**src/rtl/io_periph_bank.sv**
```systemverilog
`default_nettype none
// ============================================================================
//  Module   : io_periph_bank
//  Brief    : Memory-mapped LED/LCD/HEX/switch peripheral bank with a
//             valid/ready request-response port, byte-masked writes and a
//             switch synchroniser/debouncer. Define PERIPH_IRQ_EN to add the
//             switch-change interrupt (IRQ_STATUS W1C at 0x204, IRQ_MASK at 0x208).
//  Revision : 1.0 - initial release
// ============================================================================
module io_periph_bank #(
    parameter int NUM_HEX         = 8,
    parameter int NUM_SW          = 32,
    parameter int DEBOUNCE_CYCLES = 16,
    parameter int ADDR_W          = 12
) (
    input  logic                   clk_i,
    input  logic                   rst_i,
    input  logic                   req_valid_i,
    output logic                   req_ready_o,
    input  logic                   req_we_i,
    input  logic [ADDR_W-1:0]      req_addr_i,
    input  logic [31:0]            req_wdata_i,
    input  logic [3:0]             req_bmask_i,
    output logic                   rsp_valid_o,
    input  logic                   rsp_ready_i,
    output logic [31:0]            rsp_rdata_o,
    output logic                   rsp_err_o,
    input  logic [NUM_SW-1:0]      io_sw_i,
    output logic [31:0]            io_ledr_o,
    output logic [31:0]            io_ledg_o,
    output logic [31:0]            io_lcd_o,
    output logic [NUM_HEX*32-1:0]  io_hex_o,
    output logic                   irq_o
);

    localparam int                CNT_W     = $clog2(DEBOUNCE_CYCLES + 1);
    localparam logic [CNT_W-1:0]  CNT_MAX   = CNT_W'(DEBOUNCE_CYCLES);
    localparam logic [ADDR_W-1:0] ADDR_LEDR = ADDR_W'(32'h000);
    localparam logic [ADDR_W-1:0] ADDR_LEDG = ADDR_W'(32'h010);
    localparam logic [ADDR_W-1:0] ADDR_LCD  = ADDR_W'(32'h080);
    localparam logic [ADDR_W-1:0] ADDR_SW   = ADDR_W'(32'h200);
`ifdef PERIPH_IRQ_EN
    localparam logic [ADDR_W-1:0] ADDR_STAT = ADDR_W'(32'h204);
    localparam logic [ADDR_W-1:0] ADDR_MASK = ADDR_W'(32'h208);
`endif

    function automatic logic [31:0] byte_merge(input logic [31:0] old_v,
                                               input logic [31:0] new_v,
                                               input logic [3:0]  bm);
        logic [31:0] r;
        for (int b = 0; b < 4; b++) begin
            r[8*b +: 8] = bm[b] ? new_v[8*b +: 8] : old_v[8*b +: 8];
        end
        return r;
    endfunction

    logic [31:0]              ledr_q, ledr_d, ledg_q, ledg_d, lcd_q, lcd_d;
    logic [NUM_HEX-1:0][31:0] hex_q, hex_d;
    logic                     rsp_valid_q, rsp_valid_d, rsp_err_q, rsp_err_d;
    logic [31:0]              rsp_rdata_q, rsp_rdata_d;
    logic [NUM_SW-1:0]        sync1_q, sync1_d, sync2_q, sync2_d;
    logic [NUM_SW-1:0]        cand_q, cand_d, deb_q, deb_d;
    logic [CNT_W-1:0]         cnt_q, cnt_d, run;
    logic                     req_fire, wr_en, hit, acc_err;
    logic                     sel_ledr, sel_ledg, sel_lcd, sel_sw;
    logic [NUM_HEX-1:0]       sel_hex;
    logic [31:0]              sw_ext, rd_mux;
`ifdef PERIPH_IRQ_EN
    logic [NUM_SW-1:0]        stat_q, stat_d, mask_q, mask_d, w1c;
    logic [31:0]              stat_ext, mask_ext, wr_masked, mask_merged;
    logic                     irq_q, irq_d, sel_stat, sel_mask;
`endif

    assign req_ready_o = !rsp_valid_q || rsp_ready_i;
    assign req_fire    = req_valid_i && req_ready_o;

    // All mapped addresses are word aligned, so a misaligned address simply misses every select.
    always_comb begin
        sel_ledr = (req_addr_i == ADDR_LEDR);
        sel_ledg = (req_addr_i == ADDR_LEDG);
        sel_lcd  = (req_addr_i == ADDR_LCD);
        sel_sw   = (req_addr_i == ADDR_SW);
        for (int i = 0; i < NUM_HEX; i++) begin
            sel_hex[i] = (req_addr_i == ADDR_W'(32'h100 + 32'(4 * i)));
        end
        sw_ext                = '0;
        sw_ext[NUM_SW-1:0]    = deb_q;
        hit = sel_ledr || sel_ledg || sel_lcd || sel_sw || (|sel_hex);
        rd_mux = '0;
        if (sel_ledr) rd_mux = ledr_q;
        if (sel_ledg) rd_mux = ledg_q;
        if (sel_lcd)  rd_mux = lcd_q;
        if (sel_sw)   rd_mux = sw_ext;
        for (int i = 0; i < NUM_HEX; i++) begin
            if (sel_hex[i]) rd_mux = hex_q[i];
        end
`ifdef PERIPH_IRQ_EN
        sel_stat              = (req_addr_i == ADDR_STAT);
        sel_mask              = (req_addr_i == ADDR_MASK);
        stat_ext              = '0;
        stat_ext[NUM_SW-1:0]  = stat_q;
        mask_ext              = '0;
        mask_ext[NUM_SW-1:0]  = mask_q;
        hit = hit || sel_stat || sel_mask;
        if (sel_stat) rd_mux = stat_ext;
        if (sel_mask) rd_mux = mask_ext;
`endif
        acc_err = (req_addr_i[1:0] != 2'b00) || !hit || (req_we_i && sel_sw);
        wr_en   = req_fire && req_we_i && !acc_err;
    end

    // Run length of the synced value saturates at DEBOUNCE_CYCLES; debounced value follows once reached.
    always_comb begin
        sync1_d = io_sw_i;
        sync2_d = sync1_q;
        cand_d  = sync2_q;
        if (sync2_q != cand_q) begin
            run = CNT_W'(1);
        end else if (cnt_q == CNT_MAX) begin
            run = CNT_MAX;
        end else begin
            run = cnt_q + 1'b1;
        end
        cnt_d = run;
        deb_d = (run >= CNT_MAX) ? sync2_q : deb_q;
    end

    always_comb begin
        ledr_d = ledr_q;
        ledg_d = ledg_q;
        lcd_d  = lcd_q;
        hex_d  = hex_q;
        if (wr_en) begin
            if (sel_ledr) ledr_d = byte_merge(ledr_q, req_wdata_i, req_bmask_i);
            if (sel_ledg) ledg_d = byte_merge(ledg_q, req_wdata_i, req_bmask_i);
            if (sel_lcd)  lcd_d  = byte_merge(lcd_q,  req_wdata_i, req_bmask_i);
            for (int i = 0; i < NUM_HEX; i++) begin
                if (sel_hex[i]) hex_d[i] = byte_merge(hex_q[i], req_wdata_i, req_bmask_i);
            end
        end
    end

`ifdef PERIPH_IRQ_EN
    // A new change event wins over a simultaneous write-one-to-clear on the same bit.
    always_comb begin
        wr_masked   = byte_merge(32'h0, req_wdata_i, req_bmask_i);
        mask_merged = byte_merge(mask_ext, req_wdata_i, req_bmask_i);
        w1c         = (wr_en && sel_stat) ? wr_masked[NUM_SW-1:0] : '0;
        stat_d      = (stat_q & ~w1c) | (deb_d ^ deb_q);
        mask_d      = (wr_en && sel_mask) ? mask_merged[NUM_SW-1:0] : mask_q;
        irq_d       = |(stat_q & mask_q);
    end
    assign irq_o = irq_q;
`else
    assign irq_o = 1'b0;
`endif

    always_comb begin
        rsp_valid_d = rsp_valid_q && !rsp_ready_i;
        rsp_rdata_d = rsp_rdata_q;
        rsp_err_d   = rsp_err_q;
        if (req_fire) begin
            rsp_valid_d = 1'b1;
            rsp_err_d   = acc_err;
            rsp_rdata_d = (req_we_i || acc_err) ? 32'h0 : rd_mux;
        end
    end

    always_ff @(posedge clk_i or posedge rst_i) begin
        if (rst_i) begin
            ledr_q      <= '0;
            ledg_q      <= '0;
            lcd_q       <= '0;
            hex_q       <= '0;
            rsp_valid_q <= 1'b0;
            rsp_rdata_q <= '0;
            rsp_err_q   <= 1'b0;
            sync1_q     <= '0;
            sync2_q     <= '0;
            cand_q      <= '0;
            cnt_q       <= '0;
            deb_q       <= '0;
`ifdef PERIPH_IRQ_EN
            stat_q      <= '0;
            mask_q      <= '0;
            irq_q       <= 1'b0;
`endif
        end else begin
            ledr_q      <= ledr_d;
            ledg_q      <= ledg_d;
            lcd_q       <= lcd_d;
            hex_q       <= hex_d;
            rsp_valid_q <= rsp_valid_d;
            rsp_rdata_q <= rsp_rdata_d;
            rsp_err_q   <= rsp_err_d;
            sync1_q     <= sync1_d;
            sync2_q     <= sync2_d;
            cand_q      <= cand_d;
            cnt_q       <= cnt_d;
            deb_q       <= deb_d;
`ifdef PERIPH_IRQ_EN
            stat_q      <= stat_d;
            mask_q      <= mask_d;
            irq_q       <= irq_d;
`endif
        end
    end

    assign rsp_valid_o = rsp_valid_q;
    assign rsp_rdata_o = rsp_rdata_q;
    assign rsp_err_o   = rsp_err_q;
    assign io_ledr_o   = ledr_q;
    assign io_ledg_o   = ledg_q;
    assign io_lcd_o    = lcd_q;
    assign io_hex_o    = hex_q;

endmodule
`default_nettype wire

```
**config.mk**
```make
export PLATFORM = sky130hd
export DESIGN_NAME = io_periph_bank
export DESIGN_NICKNAME = d
export VERILOG_FILES = /design/src/rtl/io_periph_bank.sv
export SDC_FILE = /design/constraint.sdc
export NUM_CORES = 1
export LEC_CHECK = 0
export ABC_AREA = 0
export CAP_MARGIN = 20
export CORE_ASPECT_RATIO = 1.25
export CORE_MARGIN = 2
export CORE_UTILIZATION = 56
export CTS_CLUSTER_DIAMETER = 200
export DETAILED_ROUTE_END_ITERATION = 8
export HOLD_SLACK_MARGIN = 0.03
export PLACE_DENSITY = 0.86
export SLEW_MARGIN = 20
export SYNTH_ARGS = -nofsm -noshare
export SYNTH_HDL_FRONTEND = slang
export SYNTH_SLANG_ARGS = --single-unit
```
**constraint.sdc**
```tcl
create_clock -name clk_i -period 30.9 [get_ports clk_i]
set_clock_uncertainty 0.15 [all_clocks]
set_input_delay 3.09 -clock clk_i [delete_from_list [all_inputs] [get_ports clk_i]]
set_output_delay 3.09 -clock clk_i [all_outputs]
set_load 0.02 [all_outputs]
```
==> results of run 1 <==
==> sequential cells by signal (all words and copies together) (netlist names) <==
signal	cells
rsp_valid_o	1
rsp_err_o	1
cand_d	32
cand_q	32
io_lcd_o	32
io_hex_o	256
cnt_q	5
deb_q	32
io_ledr_o	32
sync1_q	32
rsp_rdata_o	32
io_ledg_o	32
==> placed cells by master (no fill, tap or decap), types with 9 or more instances in the layout <==
| cell | Yosys | layout |
|---|---|---|
| a211oi_1 | 12 | 12 |
| a21oi_1 | 63 | 63 |
| a221o_1 | 11 | 11 |
| a221oi_1 | 9 | 9 |
| a22oi_1 | 18 | 18 |
| a31oi_1 | 12 | 12 |
| buf_4 | 1 | 37 |
| clkbuf_1 | 95 | 9 |
| clkbuf_16 | 0 | 51 |
| clkdlybuf4s50_1 | 0 | 468 |
| dfrtp_1 | 519 | 519 |
| inv_1 | 20 | 19 |
| mux2_1 | 91 | 91 |
| mux2_2 | 290 | 290 |
| mux2i_1 | 31 | 31 |
| nand2_1 | 73 | 73 |
| nand2b_1 | 17 | 17 |
| nand3_1 | 19 | 19 |
| nand4_1 | 10 | 10 |
| nor2_1 | 71 | 69 |
| nor2_2 | 7 | 9 |
| nor2_8 | 39 | 39 |
| nor3_1 | 23 | 19 |
| nor4_1 | 10 | 9 |
| o21ai_0 | 100 | 100 |
| o221ai_1 | 21 | 21 |
| o22a_1 | 10 | 10 |
| o22ai_1 | 36 | 36 |
| o2bb2ai_1 | 10 | 10 |
| o31ai_1 | 16 | 16 |
| or3_1 | 13 | 13 |
| xnor2_1 | 32 | 32 |
==> worst max-delay path by stage <==
stage           startpoint           to  slack [ns]
2_1_floorplan        rst_i    cand_d[0]       13.16
3_3_place_gp   rsp_ready_i  req_ready_o       23.36
3_5_place_dp   rsp_ready_i  req_ready_o       23.37
4_1_cts        rsp_ready_i  req_ready_o       23.35
5_1_grt        rsp_ready_i  req_ready_o       23.32
6_report       rsp_ready_i  req_ready_o       23.35
==> area by class of cell <==
type | count | area share
Tap cell | 552 | 0.0228
Antenna cell | 2 | 0.000165
Clock buffer | 66 | 0.0459
Inverter | 20 | 0.00272
Clock inverter | 22 | 0.00866
Multi-Input combinational cell | 1167 | 0.326
Timing Repair Buffer | 511 | 0.165
Sequential cell | 519 | 0.428
==> kinds of logic after synthesis <==
logic type | Yosys count | synth area share
AO/OA/AOI/OAI | 382 | 0.109
XOR/XNOR | 34 | 0.0127
adder cells (fa/ha/maj) | 2 | 0.00107
buffers and inverters | 134 | 0.0232
flip-flops | 519 | 0.555
multiplexers | 419 | 0.201
other | 1 | 0.000160
AND/OR/NAND/NOR | 329 | 0.0975
==> metrics by stage <==
step                std cells  area (um^2)  power, uW  worst slack, ns  utilization
floorplan                1820        23400        739            13.16            -
global placement         2769        28700        770            23.36        0.697
detailed placement       2769        28700        773            23.37        0.697
CTS                      2857        30300       1390            23.35        0.737
global route             2859        30300       1420            23.32        0.737
finish                   2859        30300       1390            23.35        0.737
==> worst max-delay path, cell delays in order <==
cell,delay [ns]
clkdlybuf4s50_1,0.45
nand2b_1,0.15
clkdlybuf4s50_1,0.62
==> power breakdown <==
| group | switching (uW) | internal, uW |
|---|---|---|
| logic | 51.7 | 21.1 |
| registers | 4.36 | 686 |
| clock network | 264 | 359 |
==> metal layers <==
metal,track usage,up-vias,wire (um)
li1,-,7603,-
met1,0.480,9602,30300
met2,0.666,1613,42900
met3,0.109,488,10100
met4,0.319,2,8290
met5,0,-,11
==> metrics.md, run 1 <==
| Metric | Value |
|---|---|
| Status | finished clean |
| Skew-Pair Late Insertion Delay | 0.59 ns |
| Via/cell ratio | 6.75 |
| R2r startpoint | rsp_valid_o |
| Largest fanout on the critical path | 3 |
| Hold Crit Class | flip-flop to flip-flop |
| Worst R2R End | rsp_rdata_o[11] |
| Fin Hold WS | 0.193 ns |
| Final HPWL DP | 65600 um |
| Slew @ Worst Pin | 1.29 ns |
| Achievable Freq | 0.132 GHz |
| Final setup violation count | 0 |
| Total gr overflow | 0 |
| Min-Delay Path Depth | 0 |
| Register Area | 0.0130 mm^2 |
| Final Net Count | 2355 |
| Max VDD drop | 0.0000533 V |
| CP Capture Type | primary output |
| Startpoint types | input port |
| Antenna Violating Nets Remaining | 0 |
| Core area | 0.0411 mm^2 |
| Post-synth top cells | dfrtp_1, mux2_2, o21ai_0 |
| Post-synth EDFFs | 0 |
| TritonRoute pass-1 iters | 8 |
| GRT Resource Usage Total | 0.415 |
| Total die area | 0.0434 mm^2 |
| Die extent in y | 232 um |
| Per-cell routed wire length | 32.0 um |
| Final GP Congestion | 1.02 |
| Leakage Power | 0.0143 uW |
| Die width | 187 um |
| First-pass GRT wire length | 131000 um |
| Clock root buffer master | clkbuf_16 |
| Initial Util | 0.569 |
| Most used DFF post-synth | dfrtp_1 |
| Post-cts sizing count | 0 |
| DRC | 0 |
| PD cells | 45.7 mW/mm^2 |
| Yosys reg bits | 519 |
| CTS tree | done |
| Setup TNS | 0 ns |
| Mapped Cells | 1820 |
| Most common cell in the netlist | dfrtp_1 |
| Layout cells sized above 1 | 0.214 |
| Via count | 19300 |
| Iteration-0 DRC Markers | 2445 |
| Async SR Flop Fraction | 1.00 |
| R2R depth | 7 |
| Port buffer count | 471 |
| Min Tclk post-route | 7.55 ns |
| R2r setup slk | 27.70 ns |
| # hold bufs at CTS | 0 |
| Mapped Nets | 1907 |
| Cts bufs inserted | 49 |
| Post-synth top area cell | dfrtp_1 |
| Sequential fraction of the synthesis area | 0.555 |
| Antenna violations before repair | 3 |
| Vias in the first global route | 19400 |
| Hold_sp | sync1_q[4] |
| Postcts setup bufs | 0 |
| Unique masters post-synth | 75 |
| Drt total wl | 91600 um |
| Hold Fails Final Rpt | 0 |
| Reg clk slew, reported paths | 0.06 ns |
| Required @ worst endpoint | 27.66 ns |
| Synth area leaders | dfrtp_1, mux2_2, mux2_1 |
| Max H-tree Level | 2 |
| Worst relative slew slack | 0.136 |
| Hold Path End | cand_d[4] |
| Longest Clk Path Bufs | 3 |
| Yosys top cell area share | 0.555 |
| Clock sinks | 519 |
| Pin count of the biggest net entering global routing | 127 |
| Area delta synth->final | 29.7% |
| Area of the multi-input gates | 0.00989 mm^2 |
| Synth Area per Inst | 12.8 um^2 |
| RSZ-0062 raised after global routing | no |
| Worst Path Arrival | 4.31 ns |
| Max Slew Vio Count | 0 |
| Num rows | 83 |
| I/O pin count | 473 |
| Type of the worst setup path | input port to primary output |
| Cell Area, Synth | 0.0234 mm^2 |
| Fillers | 2744 |
| YS warnings | 0 |
| Maxcap violations | 0 |
| Final period util | 0.244 |
(Power assumes the default switching activity.)
==> run 2, diff against run 1 <==
--- a/config.mk
+++ b/config.mk
@@ -9,11 +9,11 @@
 export CAP_MARGIN = 20
 export CORE_ASPECT_RATIO = 1.25
 export CORE_MARGIN = 2
-export CORE_UTILIZATION = 56
+export CORE_UTILIZATION = 52
 export CTS_CLUSTER_DIAMETER = 200
 export DETAILED_ROUTE_END_ITERATION = 8
 export HOLD_SLACK_MARGIN = 0.03
-export PLACE_DENSITY = 0.86
+export PLACE_DENSITY = 0.81
 export SLEW_MARGIN = 20
 export SYNTH_ARGS = -nofsm -noshare
 export SYNTH_HDL_FRONTEND = slang
==> constraint.sdc (replaced) <==
create_clock -name clk_i -period 7.7 [get_ports clk_i]
set_clock_uncertainty 0.15 [all_clocks]
set_input_delay 0.77 -clock clk_i [delete_from_list [all_inputs] [get_ports clk_i]]
set_output_delay 0.77 -clock clk_i [all_outputs]
set_load 0.02 [all_outputs]
==> metrics.md, run 2 (synthesis results as in run 1) <==
| Metric | Value |
|---|---|
| Status | finished clean |
| Achievable Freq | 0.214 GHz |
| Worst R2R End | io_ledg_o[25] |
| WL met3 | 9830 um (-3.1%) |
| Max VDD drop | 0.000206 V (+290%) |
| Antenna violations before repair | 1 (-2) |
| Placed cell areas | 0.0287 mm^2 (+0.19%) |
| Post-cts sizing count | 0 (unchanged) |
| CTS tree | done |
| R2R depth | 8 (+1) |
| Via/cell ratio | 6.59 (-2.4%) |
| Max Slew Vio Count | 0 (unchanged) |
| Core area | 0.0442 mm^2 (+7.5%) |
| Hold Fails Final Rpt | 0 (unchanged) |
| Iteration-0 DRC Markers | 2072 (-15%) |
| Final worst slack | 3.02 ns (-20.33 ns) |
| Final HPWL DP | 67200 um (+2.5%) |
| Metal-1 WL | 31800 um (+5.1%) |
| Pre-CTS WS | 2.55 ns (-20.81 ns) |
| Worst relative slew slack | 0.193 (+0.0569) |
| Die width | 194 um (+3.7%) |
| Reg clk slew, reported paths | 0.06 ns (about the same) |
| Area of the multi-input gates | 0.00990 mm^2 (about the same) |
| First-pass GRT wire length | 133000 um (+1.4%) |
| Clock sinks | 519 (unchanged) |
| Via count | 19000 (-1.6%) |
| Leakage Power | 0.0143 uW (+0.27%) |
| Skew-Pair Late Insertion Delay | 0.58 ns (about the same) |
| Per-cell routed wire length | 32.3 um (+0.86%) |
| Final Net Count | 2356 (+0.042%) |
| Total die area | 0.0467 mm^2 (+7.5%) |
| I/O pin count | 473 (unchanged) |
| Final Power | 5620 uW (+310%) |
| RSZ-0062 raised after global routing | no |
| Initial Util | 0.529 (-0.0399) |
| GRT Resource Usage Total | 0.393 (-0.0224) |
| Largest fanout on the critical path | 10 (+7) |
| Cts bufs inserted | 51 (+4.1%) |
| Die extent in y | 241 um (+3.7%) |
| Type of the worst setup path | input port to flip-flop |
| Final GP Congestion | 0.966 (-5.1%) |
| Total gr overflow | 0 (unchanged) |
| Postcts setup bufs | 0 (unchanged) |
| Layout cells sized above 1 | 0.216 (+0.00223) |
| Hold Path End | cand_d[31] |
| Required @ worst endpoint | 8.01 ns (-19.65 ns) |
| # hold bufs at CTS | 0 (unchanged) |
| Num rows | 86 (+3.6%) |
| Finished Cell Area | 0.0304 mm^2 (+0.37%) |
| Port buffer count | 471 (unchanged) |
| TritonRoute pass-1 iters | 8 (unchanged) |
| Startpoint types | input port |
| Slew @ Worst Pin | 1.21 ns (-0.0827 ns) |
| Area delta synth->final | 30.1% |
| Antenna Violating Nets Remaining | 0 (unchanged) |
| Max H-tree Level | 2 (unchanged) |
| Most frequent cells in the layout | dfrtp_1, clkdlybuf4s50_1, mux2_2 |
| R2r setup slk | 4.15 ns (-23.55 ns) |
| WL met2 | 43900 um (+2.4%) |
| Min-Delay Path Depth | 0 (unchanged) |
| Final period util | 0.608 |
| Longest Clk Path Bufs | 3 (unchanged) |
| Min Tclk post-route | 4.68 ns |
| DRC | 0 (unchanged) |
| Commonest non-fill, non-tap cell in the layout | dfrtp_1 |
| Highest Signal Layer | met4 |
| Pin count of the biggest net entering global routing | 174 (+37%) |
| Register Area | 0.0130 mm^2 (unchanged) |
| Hold_sp | sync1_q[31] |
| Final setup violation count | 0 (unchanged) |
| Vias in the first global route | 19100 (-1.8%) |
| Number of flip-flops in the largest register | 256 (unchanged) |
| Clock root buffer master | clkbuf_16 |
| Hold Crit Class | flip-flop to flip-flop |
| Worst Path Arrival | 4.99 ns (+0.68 ns) |
| CP Capture Type | flip-flop |
| R2r startpoint | rsp_valid_o |
| Fillers | 3167 (+15%) |
| Maxcap violations | 0 (unchanged) |
| Drt total wl | 93200 um (+1.7%) |
| PD cells | 185 mW/mm^2 (+300%) |
[run 2: cell count changes in the layout (fill, tap and decap cells not counted), sizes merged]
cell	change
buf	-1
inv	-1
clkinv	+2
clkbuf	+1
clkinvlp	+4
bufinv	-1
diode	-1
[run 2: how the worst max path moves through the flow]
stage | to | from | slack [ns]
final | io_ledg_o[25] | req_addr_i[1] | 3.02
after global routing | io_ledg_o[25] | req_addr_i[1] | 2.97
after CTS | io_ledg_o[27] | req_addr_i[1] | 3.14
after detailed placement | io_ledg_o[27] | req_addr_i[1] | 2.55
after global placement | io_ledg_o[24] | req_addr_i[1] | 2.64
after floorplan | cand_d[0] | rst_i | -0.27
[run 2: metrics by stage]
stage	TNS [ns]	std cells	hold WS [ns]	util
floorplan	-140.25	1820	0.181	-
global route	0	2882	0.203	0.688
finish	0	2882	0.197	0.688
global placement	0	2788	0.182	0.649
detailed placement	0	2788	0.185	0.649
CTS	0	2881	0.199	0.688
[run 2: power breakdown]
part	internal, uW	switching [uW]
Clock	1470	1090
Combinational	85.3	208
Sequential	2750	16.6
[run 2: per-layer routing]
metal	global-route usage	vias up
met3	0.102	415
met4	0.277	0
met5	0	-
li1	-	7630
met1	0.466	9535
met2	0.630	1411
[run 2: cell type report]
cell class	instances	share of cell area
sequential	519	0.427
multi-input combinational	1167	0.325
timing repair buffer	510	0.165
clock buffer	67	0.0476
tap	572	0.0235
clock inverter	26	0.00896
inverter	20	0.00259
antenna	1	0.0000822
[run 2: critical path: stages]
cell	delay [ns]
clkdlybuf4s50_1	0.53
or4_1	0.84
nor3_4	0.69
o2bb2ai_2	0.26
nand4_2	0.78
buf_4	0.51
nor2_8	0.21
mux2_2	0.37
